File: config.mk
export PLATFORM = sky130hd
export DESIGN_NAME = jk_sync_counter
export DESIGN_NICKNAME = d
export VERILOG_FILES = /design/src/rtl/jk_pkg.sv /design/src/rtl/jk_ff.sv /design/src/rtl/jk_sync_counter.sv
export SDC_FILE = /design/constraint.sdc
export NUM_CORES = 1
export LEC_CHECK = 0
export BUFFER_PORTS_ARGS = -buffer_cell sky130_fd_sc_hd__buf_2
export CAP_MARGIN = 40
export CORE_AREA = 2 2 39 41
export CTS_CLUSTER_SIZE = 24
export DETAILED_ROUTE_END_ITERATION = 10
export DIE_AREA = 0 0 41 43
export PLACE_DENSITY = 0.73
export SLEW_MARGIN = 20
export SYNTH_ARGS = -nofsm -noshare
export SYNTH_HDL_FRONTEND = slang
export SYNTH_SLANG_ARGS = --single-unit
export TNS_END_PERCENT = 10
File: constraint.sdc
create_clock -name clk -period 2.3 [get_ports clk]
set_input_delay 0.345 -clock clk [delete_from_list [all_inputs] [get_ports clk]]
set_output_delay 0.345 -clock clk [all_outputs]
set_load 0.02 [all_outputs]
File: src/rtl/jk_pkg.sv
// Shared JK command encoding used by the JK cells and by the counter's
// next-state logic, plus small helpers that build commands from a bit.
package jk_pkg;

    // {J,K} command codes for one edge-triggered JK cell
    localparam logic [1:0] JK_HOLD   = 2'b00;
    localparam logic [1:0] JK_RESET  = 2'b01;
    localparam logic [1:0] JK_SET    = 2'b10;
    localparam logic [1:0] JK_TOGGLE = 2'b11;

    // Command that forces a cell to the given value regardless of its state
    function automatic logic [1:0] jk_force(input logic value);
        return value ? JK_SET : JK_RESET;
    endfunction

    // Command that toggles a cell when its counter-chain term is active
    function automatic logic [1:0] jk_toggle_if(input logic toggle);
        return toggle ? JK_TOGGLE : JK_HOLD;
    endfunction

endpackage

File: src/rtl/jk_ff.sv
// Single edge-triggered JK flip-flop with synchronous active-low reset.
// {J,K}: 00 hold, 01 reset, 10 set, 11 toggle.
module jk_ff (
    input  logic clk,
    input  logic rst_n,
    input  logic j,
    input  logic k,
    output logic q,
    output logic qn
);
    import jk_pkg::*;

    // JK state update; reset overrides any command
    always_ff @(posedge clk) begin
        if (!rst_n) begin
            q <= 1'b0;
        end else begin
            case ({j, k})
                JK_RESET:  q <= 1'b0;
                JK_SET:    q <= 1'b1;
                JK_TOGGLE: q <= ~q;
                default:   q <= q;
            endcase
        end
    end

    assign qn = ~q;

endmodule

File: src/rtl/jk_sync_counter.sv
// Modulo-MODULUS up/down counter built from WIDTH JK cells.
// Counting uses the classic binary toggle chain; wraps and loads drive the
// cells with explicit set/reset commands so out-of-range values never appear.
// tc is combinational and doubles as the carry-enable for a cascaded digit.
module jk_sync_counter #(
    parameter int WIDTH   = 4,
    parameter int MODULUS = 10
) (
    input  logic             clk,
    input  logic             rst_n,
    input  logic             en,
    input  logic             up,
    input  logic             load,
    input  logic [WIDTH-1:0] d,
    output logic [WIDTH-1:0] q,
    output logic [WIDTH-1:0] qn,
    output logic             tc,
    output logic             wrap,
    output logic             load_err
);
    import jk_pkg::*;

    generate
        if (MODULUS < 2 || MODULUS > (2 ** WIDTH)) begin : g_bad_modulus
            $error("jk_sync_counter: MODULUS must satisfy 2 <= MODULUS <= 2**WIDTH");
        end
    endgenerate

    // Largest legal count and the modulus widened so 2**WIDTH still fits
    localparam logic [WIDTH-1:0] MAX_VAL = WIDTH'(MODULUS - 1);
    localparam logic [WIDTH:0]   MOD_EXT = (WIDTH + 1)'(MODULUS);

    logic             at_max;
    logic             at_zero;
    logic             d_over;
    logic [WIDTH-1:0] load_val;
    logic [WIDTH-1:0] wrap_val;
    logic [WIDTH-1:0] up_tog;
    logic [WIDTH-1:0] dn_tog;
    logic [1:0]       cmd [WIDTH];

    assign at_max   = (q == MAX_VAL);
    assign at_zero  = (q == '0);
    assign d_over   = ({1'b0, d} >= MOD_EXT);
    assign load_val = d_over ? MAX_VAL : d;
    assign wrap_val = up ? '0 : MAX_VAL;

    // Terminal count: the next enabled edge will wrap in the current direction
    assign tc = en & ~load & (up ? at_max : at_zero);

    // Toggle chain: bit i toggles counting up when all lower bits are 1,
    // counting down when all lower bits are 0.
    genvar gi;
    generate
        for (gi = 0; gi < WIDTH; gi++) begin : g_chain
            if (gi == 0) begin : g_lsb
                assign up_tog[gi] = 1'b1;
                assign dn_tog[gi] = 1'b1;
            end else begin : g_upper
                assign up_tog[gi] = &q[gi-1:0];
                assign dn_tog[gi] = ~|q[gi-1:0];
            end
        end
    endgenerate

    // Per-bit JK command: load forces the (clamped) load value, a wrap forces
    // the wrap target, otherwise the toggle chain steps the count.
    always_comb begin
        for (int i = 0; i < WIDTH; i++) begin
            cmd[i] = JK_HOLD;
            if (load) begin
                cmd[i] = jk_force(load_val[i]);
            end else if (en) begin
                if (tc) begin
                    cmd[i] = jk_force(wrap_val[i]);
                end else begin
                    cmd[i] = jk_toggle_if(up ? up_tog[i] : dn_tog[i]);
                end
            end
        end
    end

    // One JK cell per count bit
    generate
        for (gi = 0; gi < WIDTH; gi++) begin : g_cell
            jk_ff u_ff (
                .clk   (clk),
                .rst_n (rst_n),
                .j     (cmd[gi][1]),
                .k     (cmd[gi][0]),
                .q     (q[gi]),
                .qn    (qn[gi])
            );
        end
    endgenerate

    // Event flags: wrap follows an enabled terminal count, load_err follows an
    // out-of-range load; tc excludes load so the two can never coincide.
    always_ff @(posedge clk) begin
        if (!rst_n) begin
            wrap     <= 1'b0;
            load_err <= 1'b0;
        end else begin
            wrap     <= tc;
            load_err <= load & d_over;
        end
    end

endmodule

# --- After elaboration in Yosys (flattened, before gate mapping) ---
# Cells that the tools add are included.
classes:
  bitwise: 8
  reduce_logical: 12
  n_eq_ne: 13
  n_lt_le_gt_ge: 1
  mux: 33
op_table:
  columns: ["cell", "n"]
  rows:
  - ["$mux W2", 23]
  - ["$eq A2 B2 Y1 const B", 8]
  - ["$pmux W1 S3", 4]
  - ["$reduce_bool A3 Y1", 4]
  - ["$eq A2 B1 Y1 const B", 4]
  - ["$mux W4", 2]
  - ["$not A1 Y1", 5]
  - ["$eq A4 B4 Y1 const B", 1]
  - ["$ge A4 B4 Y1 const B", 1]
  - ["$logic_not A4 Y1", 1]
  - ["$mux W1", 4]
  - ["$and A1 B1 Y1", 3]
  - ["$logic_not A1 Y1", 3]
  - ["$reduce_and A3 Y1", 1]
  - ["$reduce_or A3 Y1", 1]
  - ["$reduce_and A2 Y1", 1]
  - ["$reduce_or A2 Y1", 1]
word_totals:
  ff_bits: 6
  inputBits: 9
  out_inout_bits: 11

# --- Logic depth before layout (Yosys ltp) ---
depth:
  depth_word: 9
  depth_mapped: 5
  mapped_depth_nobuf: 4

# --- Modules after synthesis ---
# A second synthesis with hierarchy kept.
unflattened:
  hier_cells: 53
  hier_area_um2: 409.1
by_module_without_submodules:
  columns: ["mod", "cells_each", "instances", "area_each_um2"]
  rows:
  - ["jk_sync_counter", 37, 1, 259.0]
  - ["jk_ff", 4, 4, 37.5]

# --- Least setup slack after synthesis ---
# OpenSTA, ideal clock, no wires.
synth_path:
  kind: "register to output"
  start: "reg g_cell[0].u_ff.q"
  end: "out tc"
  arrival_ps: 1017
  n_path_buf: 1
  path_stages_with_launch: 5
  setup_slack_ps: 938
  path_cell_list: "dfxtp_1 > buf_6 > nor3_1 > o21ai_2 > nor2_1"
synth_via:
  elab_chain_len: 3
  elab_cells_between_ends: 4
  cone_classes: "1 x eq/ne; 1 x mux; 1 x bitwise; 1 x reduce/logical"
synth_rtl:
  columns: ["item", "line", "rtl"]
  rows:
  - ["start: declaration", "jk_ff.sv:8", "output logic q,"]
  - ["start signal: assignment", "jk_ff.sv:21", "JK_TOGGLE: q <= ~q;"]
  - ["start signal: assignment", "jk_ff.sv:22", "default: q <= q;"]
  - ["$eq A4 B4 Y1 / $logic_not A4 Y1 (equally long branches)", "jk_sync_counter.sv:42, jk_sync_counter.sv:43", null]
  - ["$mux W1 (*)", "jk_sync_counter.sv:49", "assign tc = en & ~load & (up ? at_max : at_zero);"]
  - ["$and A1 B1 Y1 (*)", "jk_sync_counter.sv:49", null]
  - ["end: declaration", "jk_sync_counter.sv:17", "output logic tc,"]
# Mark *: on every way between the ends. The rest lies on a longest branch, timed or not.

# --- Final worst setup path ---
# Ends and elaborated chain as after synthesis.

==> insert_results.sql <==
INSERT INTO impl_metrics (metric_group, metric, value, unit) VALUES
('worst_setup_path', 'crit_type', 'reg2out', ''),
('logic_synthesis', 'number_of_synthesized_flops_with_an_enable_pin', '0', ''),
('final_layout', 'fillers', '155', ''),
('global_routing', 'first_global_vias', '394', ''),
('timing', 'final-hold-violation-count', '0', ''),
('worst_setup_path', 'setup.worst_path.end_class', 'output port', ''),
('final_layout', 'final_nets', '84', ''),
('timing', 'final.setup_skew', '2.66', 'ps'),
('logic_synthesis', 'synth_area_per_cell', '7.69', 'µm²'),
('logic_synthesis', 'ys_top_cells_by_count', 'sky130_fd_sc_hd__buf_4, sky130_fd_sc_hd__dfxtp_1, sky130_fd_sc_hd__inv_1, sky130_fd_sc_hd__nand2_1, sky130_fd_sc_hd__o21ai_0', ''),
('floorplanning', 'starting_density', '0.339', ''),
('drt', 'wl', '1040', 'µm'),
('logic_synthesis', 'yosysWarnings', '0', ''),
('timing', 'slew_worst_pin', '403', 'ps'),
('clock_network', 'clock_buffers_created_by_tritoncts', '3', ''),
('timing', 'fin_crit_sh', '0.750', ''),
('logic_synthesis', 'asyncSetResetFlopFracSynth', '0', ''),
('logic_synthesis', 'synth_top_cells_by_area', 'sky130_fd_sc_hd__dfxtp_1, sky130_fd_sc_hd__buf_4, sky130_fd_sc_hd__xnor2_1, sky130_fd_sc_hd__o21ai_0, sky130_fd_sc_hd__buf_6', ''),
('logic_synthesis', 'yosys.area.top_type_share', '0.256', ''),
('clock_network', 'path_clk_slew', '50', 'ps'),
('worst_setup_path', 'worstPathArrival', '1380', 'ps'),
('hold_path', 'whs_path_depth', '3', ''),
('global_routing', 'grt-ovfl-total', '0', ''),
('drt', 'ant_nets', '0', ''),
('global_routing', 'grt_use_total', '0.133', ''),
('worst_setup_path', 'setup.reg_to_reg.worst_slack', '920', 'ps'),
('worst_setup_path', 'critical_path_depth', '4', ''),
('drt', 'drcViolationCount', '0', ''),
('worst_setup_path', 'critical-path-slowest-cell', 'sky130_fd_sc_hd__dfxtp_1', ''),
('worst_setup_path', 'path_cells', 'and3_1, o21ai_2, nor2_1, buf_2', ''),
('logic_synthesis', 'synthesized_netlist_net_count', '70', ''),
('clock_network', 'cts_num_sinks', '6', ''),
('worst_setup_path', 'timing.critical_path.max_delay_family', 'flip-flops', ''),
('drt', 'drt-vias-per-instance', '5.12', ''),
('final_layout', 'syn_to_final_growth', '11.7', '%'),
('outcome', 'outcome', 'finished, final reports clean', ''),
('floorplanning', 'die-area', '1760', 'µm²'),
('floorplanning', 'die_boundary_width', '41', 'µm'),
('worst_setup_path', 'cp_slowest_stage_delay', '560', 'ps'),
('timing', 'max_clock_freq', '0.580', 'GHz'),
('worst_setup_path', 'nature_of_the_critical_path_startpoint', 'register', ''),
('clock_network', 'clock_tree.root_cell', 'sky130_fd_sc_hd__clkbuf_4', ''),
('timing', 'finalSetupViolCount', '0', ''),
('timing', 'slew_viol_final', '0', ''),
('final_layout', 'antenna_cells_inserted', '0', ''),
('pwr', 'powerDensity', '590', 'nW/µm²'),
('clock_network', 'cts_max_level', '1', ''),
('logic_synthesis', 'synth_area_leader_cell', 'sky130_fd_sc_hd__dfxtp_1', ''),
('drt', 'drtIter0Drc', '12', ''),
('worst_setup_path', 'critical_path.n_buffers_inverters', '1', ''),
('drt', 'drt_first_pass_iters', '4', ''),
('clock_network', 'worst_skew_pair.late_latency', '250', 'ps'),
('floorplanning', 'ioPinCount', '20', ''),
('drt', 'dr_total_vias', '456', ''),
('global_routing', 'grt_max_degree', '13', ''),
('logic_synthesis', 'post_synth_num_cell_types', '23', ''),
('worst_setup_path', 'critical_path.max_fanout', '12', ''),
('timing', 'timing.setup.tns', '0', 'ps'),
('clock_network', 'hold_buffers', '0', ''),
('logic_synthesis', 'syn-cell-area', '469', 'µm²'),
('clock_network', 'cts_resized', '0', ''),
('global_routing', 'grt_pass1_wl', '1570', 'µm'),
('timing', 'max-slew-margin-rel', '0.731', ''),
('logic_synthesis', 'synth-seq-cells', '6', ''),
('hold_path', 'min-delay-path-class', 'in2reg', ''),
('clock_network', 'cts.repair_timing.setup_buffer_count', '0', ''),
('logic_synthesis', 'synth_seq_area_share', '0.256', ''),
('floorplanning', 'fp-row-count', '14', ''),
('worst_setup_path', 'ff2ff_path_depth', '4', ''),
('final_layout', 'layout-drive-gt1-share', '0.356', ''),
('pwr', 'leakage', '0.244', 'nW');
==> cells by family (layout without fill, tap and decap cells) <==
group	Yosys count	after routing	synth area share
XOR/XNOR	3	3	0.0560
multiplexers	1	1	0.0213
AND/OR/NAND/NOR	23	23	0.275
flip-flops	6	6	0.256
buffers and inverters	16	28	0.224
AO/OA/AOI/OAI	12	12	0.168
==> cells in the final DEF (no fill, tap or decap), types with 2 or more instances in the layout <==
master                     count
sky130_fd_sc_hd__buf_2        19
sky130_fd_sc_hd__inv_1         6
sky130_fd_sc_hd__nand2_1       6
sky130_fd_sc_hd__dfxtp_1       6
sky130_fd_sc_hd__o21ai_0       5
sky130_fd_sc_hd__nor3_1        3
sky130_fd_sc_hd__nor2_1        3
sky130_fd_sc_hd__nand3_1       3
sky130_fd_sc_hd__a31oi_1       3
sky130_fd_sc_hd__xnor2_1       3
sky130_fd_sc_hd__clkbuf_4      3
sky130_fd_sc_hd__nor2b_1       2
==> registers in the layout, summed over array words and instances, names as in the netlist <==
name	count
load_err	1
g_cell.u_ff.q	4
wrap	1
==> final timing paths <==
kind / to / from
hold reg to reg: wrap / g_cell[2].u_ff.q
setup reg to reg: g_cell[2].u_ff.q / g_cell[0].u_ff.q
hold / removal: g_cell[3].u_ff.q / rst_n
setup / recovery: tc / g_cell[0].u_ff.q
==> where the power goes <==
group / internal, mW / switching [mW]
logic: 0.0347 / 0.0492
clock network: 0.0593 / 0.0417
registers: 0.111 / 0.0134
==> per-stage QoR <==
step / cell area [µm²] / hold WS (ps) / cells / power, mW / worst slack (ps)
after floorplan: 469 / 483 / 61 / 0.200 / 938
after global placement: 502 / 580 / 86 / 0.209 / 845
after detailed placement: 502 / 575 / 86 / 0.210 / 823
after CTS: 524 / 368 / 89 / 0.312 / 553
after global routing: 524 / 392 / 89 / 0.326 / 453
final: 524 / 368 / 89 / 0.310 / 575
==> worst min-delay path: cells and delay by family <==
family / cells / cell delay, ps
AND/OR/NAND/NOR: 1 / 50
buffers and inverters: 1 / 120
multiplexers: 1 / 50
==> per-layer routing <==
metal / up-vias / routed length (µm) / GRT usage / part of all wire
met5: - / 0 / 0 / 0
met2: 23 / 506 / 0.197 / 0.49
li1: 228 / - / - / -
met4: 0 / 13 / 0.0800 / 0.012
met3: 2 / 70 / 0.0314 / 0.067
met1: 203 / 450 / 0.166 / 0.43
==> area by class of cell <==
class                      instances  area [µm²]  area share
clock buffer                       3        22.5      0.0430
multi-input combinational         39         244       0.465
sequential                         6         120       0.229
inverter                           6        22.5      0.0430
tap                               16        20.0      0.0382
timing repair buffer              19        95.1       0.181
No activity file was read; power rests on OpenSTA's default activity.
